### src/rtl/vec_fwd_pkg.sv
`default_nettype none
// +----------------------------------------------------------------------+
// | vec_fwd_pkg : shared types and helpers for the vector forwarding unit  |
// | rev 1.0                                                                |
// +----------------------------------------------------------------------+
package vec_fwd_pkg;

   // Slot tags are stored at this fixed width; narrower REG_AW is zero-extended.
   localparam int unsigned C_TAG_W_MAX = 8;

   typedef enum logic [1:0] {
      SEL_RF  = 2'd0,
      SEL_WB  = 2'd1,
      SEL_MEM = 2'd2,
      SEL_EX  = 2'd3
   } fwd_sel_e;

   typedef struct packed {
      logic                   valid;
      logic                   we;
      logic                   load;
      logic                   vf;
      logic [C_TAG_W_MAX-1:0] dest;
   } pipe_slot_t;

   localparam pipe_slot_t C_SLOT_EMPTY = '0;

   function automatic logic tag_match(
      input pipe_slot_t             slot,
      input logic [C_TAG_W_MAX-1:0] addr,
      input logic                   vf,
      input logic                   rd_en
   );
      return rd_en && (addr != '0) && slot.valid && slot.we &&
             (slot.dest == addr) && (slot.vf == vf);
   endfunction

endpackage
`default_nettype wire

### src/rtl/vec_fwd_operand_sel.sv
`default_nettype none
// +----------------------------------------------------------------------+
// | vec_fwd_operand_sel : per-source EX > MEM > WB > RF select + load hit  |
// | rev 1.0                                                                |
// +----------------------------------------------------------------------+
module vec_fwd_operand_sel
   import vec_fwd_pkg::*;
#(
   parameter int unsigned DATA_W = 128,
   parameter int unsigned REG_AW = 4
) (
   input  logic              i_rd_en,
   input  logic              i_vf,
   input  logic [REG_AW-1:0] i_addr,
   input  logic [DATA_W-1:0] i_rf_data,
   input  logic [DATA_W-1:0] i_ex_res,
   input  logic [DATA_W-1:0] i_mem_res,
   input  logic [DATA_W-1:0] i_wb_res,
   input  pipe_slot_t        i_ex_slot,
   input  pipe_slot_t        i_mem_slot,
   input  pipe_slot_t        i_wb_slot,
   output logic [DATA_W-1:0] o_data,
   output fwd_sel_e          o_sel,
   output logic              o_load_hit
);

   logic [C_TAG_W_MAX-1:0] w_addr;
   logic                   w_hit_ex;
   logic                   w_hit_mem;
   logic                   w_hit_wb;
   logic                   w_unused;

   always_comb begin
      w_addr             = '0;
      w_addr[REG_AW-1:0] = i_addr;
   end

   assign w_hit_ex   = tag_match(i_ex_slot,  w_addr, i_vf, i_rd_en);
   assign w_hit_mem  = tag_match(i_mem_slot, w_addr, i_vf, i_rd_en);
   assign w_hit_wb   = tag_match(i_wb_slot,  w_addr, i_vf, i_rd_en);
   assign o_load_hit = w_hit_ex & i_ex_slot.load;
   assign w_unused   = i_mem_slot.load ^ i_wb_slot.load;

   // A load in EX has no data yet, so it drops out and older stages are considered.
   always_comb begin
      o_sel  = SEL_RF;
      o_data = i_rf_data;
      if (w_hit_ex && !i_ex_slot.load) begin
         o_sel  = SEL_EX;
         o_data = i_ex_res;
      end else if (w_hit_mem) begin
         o_sel  = SEL_MEM;
         o_data = i_mem_res;
      end else if (w_hit_wb) begin
         o_sel  = SEL_WB;
         o_data = i_wb_res;
      end
   end

endmodule
`default_nettype wire

### src/rtl/vec_fwd_hazard_unit.sv
`default_nettype none
// +----------------------------------------------------------------------+
// | vec_fwd_hazard_unit : slot shadow, operand forwarding, load-use stall  |
// | rev 1.0                                                                |
// +----------------------------------------------------------------------+
module vec_fwd_hazard_unit
   import vec_fwd_pkg::*;
#(
   parameter int unsigned DATA_W  = 128,
   parameter int unsigned REG_AW  = 4,
   parameter int unsigned NUM_SRC = 3,
   parameter int unsigned CNT_W   = 16
) (
   input  logic                        clk,
   input  logic                        rst_n,
   input  logic                        i_iss_valid,
   input  logic                        i_iss_we,
   input  logic                        i_iss_load,
   input  logic                        i_iss_vf,
   input  logic [REG_AW-1:0]           i_iss_dest,
   input  logic [NUM_SRC-1:0]          i_src_use,
   input  logic [NUM_SRC-1:0]          i_src_vf,
   input  logic [NUM_SRC*REG_AW-1:0]   i_src_addr,
   input  logic [NUM_SRC*DATA_W-1:0]   i_src_rf_data,
   input  logic [DATA_W-1:0]           i_ex_res,
   input  logic [DATA_W-1:0]           i_mem_res,
   input  logic [DATA_W-1:0]           i_wb_res,
   input  logic                        i_flush,
   input  logic                        i_hold,
   output logic [NUM_SRC*DATA_W-1:0]   o_src_data,
   output logic [NUM_SRC*2-1:0]        o_fwd_sel,
   output logic                        o_stall,
   output logic [CNT_W-1:0]            o_stall_cnt
);

   pipe_slot_t         r_ex;
   pipe_slot_t         r_mem;
   pipe_slot_t         r_wb;
   pipe_slot_t         w_issue;
   logic [NUM_SRC-1:0] w_load_hit;
   logic               w_stall;
   logic [CNT_W-1:0]   r_stall_cnt;

   always_comb begin
      w_issue                  = C_SLOT_EMPTY;
      w_issue.valid            = i_iss_valid;
      w_issue.we               = i_iss_we;
      w_issue.load             = i_iss_load;
      w_issue.vf               = i_iss_vf;
      w_issue.dest[REG_AW-1:0] = i_iss_dest;
   end

   generate
      for (genvar gi = 0; gi < NUM_SRC; gi++) begin : g_src
         fwd_sel_e w_sel;

         vec_fwd_operand_sel #(
            .DATA_W (DATA_W),
            .REG_AW (REG_AW)
         ) u_sel (
            .i_rd_en    (i_src_use[gi]),
            .i_vf       (i_src_vf[gi]),
            .i_addr     (i_src_addr[gi*REG_AW +: REG_AW]),
            .i_rf_data  (i_src_rf_data[gi*DATA_W +: DATA_W]),
            .i_ex_res   (i_ex_res),
            .i_mem_res  (i_mem_res),
            .i_wb_res   (i_wb_res),
            .i_ex_slot  (r_ex),
            .i_mem_slot (r_mem),
            .i_wb_slot  (r_wb),
            .o_data     (o_src_data[gi*DATA_W +: DATA_W]),
            .o_sel      (w_sel),
            .o_load_hit (w_load_hit[gi])
         );

         assign o_fwd_sel[gi*2 +: 2] = w_sel;
      end
   endgenerate

   // Flush discards the issuing instruction, so there is nothing to stall for.
   assign w_stall = i_iss_valid & ~i_hold & ~i_flush & (|w_load_hit);

   always_ff @(posedge clk or negedge rst_n) begin
      if (!rst_n) begin
         r_ex  <= C_SLOT_EMPTY;
         r_mem <= C_SLOT_EMPTY;
         r_wb  <= C_SLOT_EMPTY;
      end else if (!i_hold) begin
         r_wb <= r_mem;
         if (i_flush) begin
            r_mem <= C_SLOT_EMPTY;
            r_ex  <= C_SLOT_EMPTY;
         end else begin
            r_mem <= r_ex;
            r_ex  <= (i_iss_valid && !w_stall) ? w_issue : C_SLOT_EMPTY;
         end
      end
   end

   always_ff @(posedge clk or negedge rst_n) begin
      if (!rst_n) begin
         r_stall_cnt <= '0;
      end else if (w_stall && (r_stall_cnt != {CNT_W{1'b1}})) begin
         r_stall_cnt <= r_stall_cnt + 1'b1;
      end
   end

   assign o_stall     = w_stall;
   assign o_stall_cnt = r_stall_cnt;

endmodule
`default_nettype wire

### config.mk
export PLATFORM = sky130hd
export DESIGN_NAME = vec_fwd_hazard_unit
export DESIGN_NICKNAME = d
export VERILOG_FILES = /design/src/rtl/vec_fwd_pkg.sv /design/src/rtl/vec_fwd_operand_sel.sv /design/src/rtl/vec_fwd_hazard_unit.sv
export SDC_FILE = /design/constraint.sdc
export NUM_CORES = 1
export LEC_CHECK = 0
export ABC_AREA = 1
export CAP_MARGIN = 25
export CORE_AREA = 4 4 471 473
export DETAILED_ROUTE_END_ITERATION = 16
export DIE_AREA = 0 0 475 477
export PLACE_DENSITY = 0.3
export SLEW_MARGIN = 15
export SYNTH_ARGS = -nofsm -noshare
export SYNTH_HDL_FRONTEND = slang
export SYNTH_SLANG_ARGS = --single-unit
### constraint.sdc
create_clock -name clk -period 2.16 [get_ports clk]
set_input_delay 0.324 -clock clk [delete_from_list [all_inputs] [get_ports clk]]
set_output_delay 0.324 -clock clk [all_outputs]
set_load 0.01 [all_outputs]
# Word-level counts from Yosys, hierarchy flattened
# Cells that the tools add are included.
dict set report totals {
  regBits 50
  inputBits 798
  output_inout_bits 407
  wordCells 113
}
dict set report classes {
  add_sub_neg 1
  eq_ne 19
  n_mux 21
  bitwise_logic 8
  reduce_logical 50
}
# operator count
set ops {}
lappend ops {{two-way mux 128 bit} 9}
lappend ops {{== test 8 x 4 -> 1 bit} 9}
lappend ops {{logical AND 1 bit} 44}
lappend ops {{two-way mux 12 bit} 3}
lappend ops {{nonzero test 8 bit} 3}
lappend ops {{adder 16 x 1 -> 16 bit (second input constant)} 1}
lappend ops {{inequality test 16 bit (second input constant)} 1}
lappend ops {{two-way mux 2 bit} 6}
lappend ops {{== test 1 bit} 9}
lappend ops {{AND 1 bit} 6}
lappend ops {{two-way mux 1 bit} 3}
lappend ops {{OR reduction 3 bit} 1}
lappend ops {{zero test 1 bit} 2}
lappend ops {{inverter 1 bit} 2}

# Depth between registers and ports, before layout
# Gate-level depths: netlist of the first run.
dict set report logic_depth {
  depth_word 13
  depth_mapped 14
  ltp_nobuf 11
}

# Modules after synthesis
# A second synthesis of the first run with hierarchy kept.
dict set report hier_totals {
  cells_unflattened 4004
  hier_area_um2 17634.4
}
# module instances cells_each area_per_inst_um2
set modules_own_cells {}
lappend modules_own_cells {vec_fwd_operand_sel 3 1252 5208.7}
lappend modules_own_cells {vec_fwd_hazard_unit 1 248 2008.2}

# Worst setup path after synthesis of the first run
# No wires, ideal clock.
dict set report synth_path {
  path_type {flip-flop to output port}
  from {reg r_ex[8] in the netlist's numbering}
  to {out o_src_data[207]}
  arrival_ps 1705
  slack_ps 131
  stages_incl_launch_ff 12
  path_buffers 4
  path_cell_list {dfrtp_1 > xnor2_1 > nand2_1 > nor2_1 > nand3_2 > nand2_2 > buf_6 > buf_6 > buf_6 > buf_6 > nand2_1 > o21ai_0}
}
dict set report synth_via {
  elab_chain_cells 4
}
# element line
set synth_lines {}
lappend synth_lines {{start, declared} vec_fwd_hazard_unit.sv:36} ;# pipe_slot_t r_ex;
lappend synth_lines {{start signal, assigned} vec_fwd_hazard_unit.sv:95} ;# r_ex <= (i_iss_valid && !w_stall) ? w_issue : C_SLOT_EMPTY;
lappend synth_lines {{== test 1 bit} vec_fwd_pkg.sv:35} ;# (slot.dest == addr) && (slot.vf == vf);
lappend synth_lines {{logical AND 1 bit} vec_fwd_pkg.sv:35}
lappend synth_lines {{logical AND 1 bit} vec_fwd_operand_sel.sv:48} ;# if (w_hit_ex && !i_ex_slot.load) begin
lappend synth_lines {{two-way mux 128 bit} vec_fwd_operand_sel.sv:48}
lappend synth_lines {{end, declared} vec_fwd_hazard_unit.sv:30} ;# output logic [NUM_SRC*DATA_W-1:0] o_src_data,
# Every way passes these cells.

# Worst setup path in the final report of the first run
dict set report layout_path {
  from {in i_src_use[0]}
  to {out o_src_data[43]}
}
dict set report layout_via {
  elab_chain_cells 8
  elab_cells_between_ends 17
}
# element line
set layout_lines {}
lappend layout_lines {{start, declared} vec_fwd_hazard_unit.sv:21} ;# input logic [NUM_SRC-1:0] i_src_use,
lappend layout_lines {{logical AND 1 bit *} vec_fwd_pkg.sv:34} ;# return rd_en && (addr != '0) && slot.valid && slot.we &&
lappend layout_lines {{logical AND 1 bit (3 in a row)} vec_fwd_pkg.sv:34}
lappend layout_lines {{logical AND 1 bit} vec_fwd_pkg.sv:35}
lappend layout_lines {{two-way mux 128 bit} vec_fwd_operand_sel.sv:54} ;# end else if (w_hit_wb) begin
lappend layout_lines {{two-way mux 128 bit} vec_fwd_operand_sel.sv:51} ;# end else if (w_hit_mem) begin
lappend layout_lines {{two-way mux 128 bit *} vec_fwd_operand_sel.sv:48}
# Mark *: on every way between the ends. The rest lies on a longest branch, timed or not.

==> out/qor.csv, run 1 <==
stage;metric;value;unit
final_layout;area_delta_synth_final;185;%
synth;async_flop_share;1.00;
worst_setup_path;start_kind;primary input;
outcome;outcome;finished with violations;
global_routing;antenna_found_initial;131;
route;firstDrtPassIters;6;
clock_network;clock_path_buffers;2;
clock_network;cts_tree;built;
placed_design;dp_hpwl;211000;um
synth;syn_inst;3480;
placed_design;gp_congestion;0.952;
worst_setup_path;crit_chain;clkdlybuf4s50_1 > nand2_2 > nor3_2 > nand2_4 > buf_6 > nand2_8 > clkinv_16 > buf_16 > buf_12 > buf_12 > nand2_1 > nand2_1 > dlygate4sd2_1;
synth;synth_nets;4279;
global_routing;grtUsageMet2;0.338;
route;wl_per_cell;32.4;um
timing;slew_viol_final;0;
timing;relSlewSlack;0.619;
worst_setup_path;critPathCaptureType;primary output;
timing;tightest_slew;0.571;ns
global_routing;grt_pass1_vias;31100;
global_routing;grt_use_total;0.216;
floorplan;start_util;0.0728;
timing;post-route-min-period;2.99;ns
timing;clock_skew;0.00878;ns
placed_design;io_buffers;1204;
clock_network;h-tree-depth;2;
synth;synth.avg_cell_area;4.54;um2
final_layout;drive_gt1_frac;0.346;
power;powerDensity;178;nW/um2
flow_run;maxCapViolCount;0;
synth;synth_edf_count;0;
global_routing;grt_max_degree;40;
synth;synth.area.top_cells;nand2_1 30%, o21ai_0 26%, inv_1 13%, dfrtp_1 6.0%, a31oi_1 5.0%;
power;irDropWorstVdd;0.000324;V
synth;synth_seq_area_share;0.0602;
timing;report.final.hold_viol_count;0;
global_routing;overflow;0;
worst_setup_path;crit_slowest_cell;clkdlybuf4s50_1;
route;vias_per_cell;3.91;
power;power_leakage;0.0215;uW
global_routing;grt_pass1_wl;325000;um
worst_setup_path;setup.worst_path.class;in -> out;
worst_setup_path;cp.required;1.84;ns
timing;fmaxAchievable;0.334;GHz
floorplan;die_w;475;um
final_layout;fin_nets;5980;
route;final_antenna_net_count;0;
synth;synth_warnings;0;
route;num_vias;31500;
timing;setup-violations-final;391;
final_layout;layout.cells.non_filler;8073;
global_routing;use_met1;0.281;
clock_network;hold_buffers;0;
floorplan;dieArea;227000;um2
synth;syn_area;15800;um2
clock_network;insertion_delay;0.29;ns
global_routing;busiest_layer;met2;
synth;synth_seq_cells;38;
route;finalWirelength;262000;um
clock_network;root_buffer;clkbuf_16;
floorplan;fp.dieH;477;um
global_routing;grt_use_met3;0.0825;
clock_network;cts_buffers;5;
synth;yosys.area.top_type;nand2_1;
floorplan;num_rows;171;
worst_setup_path;cp_max_fo;7;
synth;yosysMostFrequentCell;nand2_1;
outcome;violations;negative setup slack;
worst_setup_path;cp.arrival;2.67;ns
timing;hold_slack;0.495;ns
synth;yosysUniqueCellTypes;27;
final_layout;final_util;0.207;
placed_design;dp.cells;7775;
route;drtIter0Drc;2426;
synth;yosysTopAreaCellShare;0.304;
timing;rsz0062_at_grt;yes;
synth;synthTopCellsByCount;1278 x nand2_1, 827 x o21ai_0, 554 x inv_1, 177 x clkbuf_1, 173 x nor2_1;
synth;synth_flop_cell;dfrtp_1;
worst_setup_path;slowest_delay;0.59;ns
floorplan;design.core.area;217000;um2
worst_hold_path;hold_path_class;in -> async;
route;drc;0;
floorplan;io_pins;1205;
timing;layout_setup_ws;-0.832;ns
clock_network;clkTransAtPathRegs;0.07;ns
timing;finalCritPeriodShare;1.39;
clock_network;cts_sinks;38;
placed_design;place_worst_setup_slack;-2.02;ns
==> stage by stage <==
stage	setup TNS (ns)	cell area (um2)	power [uW]
floorplan	0	15800	1960
global placement	-546.87	36400	6580
detailed placement	-542.21	36400	6530
CTS	-301.67	42300	7870
global route	-304.79	44900	8430
finish	-266.03	45000	8020
==> flip-flops by register name (all words and copies together), names as in the netlist <==
| signal | count |
|---|---|
| r_wb | 7 |
| o_stall_cnt | 16 |
| r_ex | 8 |
| r_mem | 7 |
==> critical path, delay by kind of cell <==
kind / cells / cell delay (ns)
buf+inv: 7 / 1.59
simple gates: 6 / 0.75
==> power by group <==
part           internal [uW]  switching [uW]  total [uW]
sequential               735            30.5         766
combinational           3150            3090        6230
clock                    666             354        1020
==> cells in the final DEF (no fill, tap or decap), types with 5 or more instances in the layout <==
cell	Yosys	final
a21oi_2	0	6
a31oi_1	127	84
a31oi_2	0	10
a31oi_4	0	33
buf_12	0	258
buf_16	0	70
buf_2	64	76
buf_4	0	443
buf_6	7	177
buf_8	0	42
bufbuf_16	0	5
clkbuf_16	0	23
clkbuf_2	0	15
clkdlybuf4s15_2	0	11
clkdlybuf4s50_1	0	798
dfrtp_1	38	31
dfrtp_2	0	7
diode_2	0	37
dlygate4sd2_1	0	32
inv_1	554	546
inv_2	7	9
nand2_1	1278	987
nand2_2	1	201
nand2_4	0	80
nand2_8	0	11
nand3_1	36	30
nand4_1	24	24
nor2_1	173	129
nor2_2	0	18
nor2_4	0	26
nor3_2	0	7
o21ai_0	827	494
o21ai_1	87	191
o21ai_2	0	157
o21ai_4	0	72
o22ai_1	10	8
xnor2_1	13	7
xor2_1	15	12
==> layout make-up <==
cell class                      instances  area, um2
Timing Repair inverter                  2       28.8
Antenna cell                           37       92.6
Timing Repair Buffer                 1950      22600
Multi-Input combinational cell       2623      15400
Fill cell                           24700     172000
Inverter                              561       2170
Clock buffer                            5        125
Sequential cell                        38        960
Tap cell                             2854       3570
Clock inverter                          3       68.8
==> layer usage <==
metal | vias up | wire length [um]
met5 | - | 473
met4 | 70 | 5660
met3 | 259 | 27900
met2 | 1630 | 114000
met1 | 15100 | 113000
li1 | 14500 | -
==> path summary, 6_finish.rpt <==
path,startpoint,endpoint,slack [ns],depth (start not counted)
max,i_src_use[0],o_src_data[43],-0.83,13
min,rst_n,r_mem[3],0.50,2
max reg2reg,r_ex[0],r_ex[8],0.14,13
min reg2reg,r_wb[11],r_wb[11],0.51,2
max in group asynchronous,rst_n,r_mem[8],1.24,2
min in group clk,r_wb[11],r_wb[11],0.51,2
==> cell families (layout without fill, tap and decap cells) <==
group,after synthesis,in the layout,synth area share
DFF,38,38,0.0602
xor gates and xnor gates,28,28,0.0155
AOI/OAI and AO/OA,1063,1063,0.348
other,0,37,0
adders and majority gates,1,1,0.000792
and+or+nand+nor,1531,1531,0.373
buffers and inverters,819,2521,0.203
==> what timing repair did <==
action | in CTS | in global routing
gates resized for setup | 1615 | 754
gates cloned | 52 | 21
buffers inserted | 157 | 62
setup endpoints to repair | 415 | 412
pin swaps | 151 | 104
(Power assumes the default switching activity.)
==> run 2: changes to the inputs <==
--- a/config.mk
+++ b/config.mk
@@ -11,7 +11,7 @@
 export DETAILED_ROUTE_END_ITERATION = 16
 export DIE_AREA = 0 0 475 477
 export PLACE_DENSITY = 0.3
-export SLEW_MARGIN = 15
+export SLEW_MARGIN = 20
 export SYNTH_ARGS = -nofsm -noshare
 export SYNTH_HDL_FRONTEND = slang
 export SYNTH_SLANG_ARGS = --single-unit
==> results of run 2 <==
The final DEF is identical to that of run 1; final timing and power are the same.
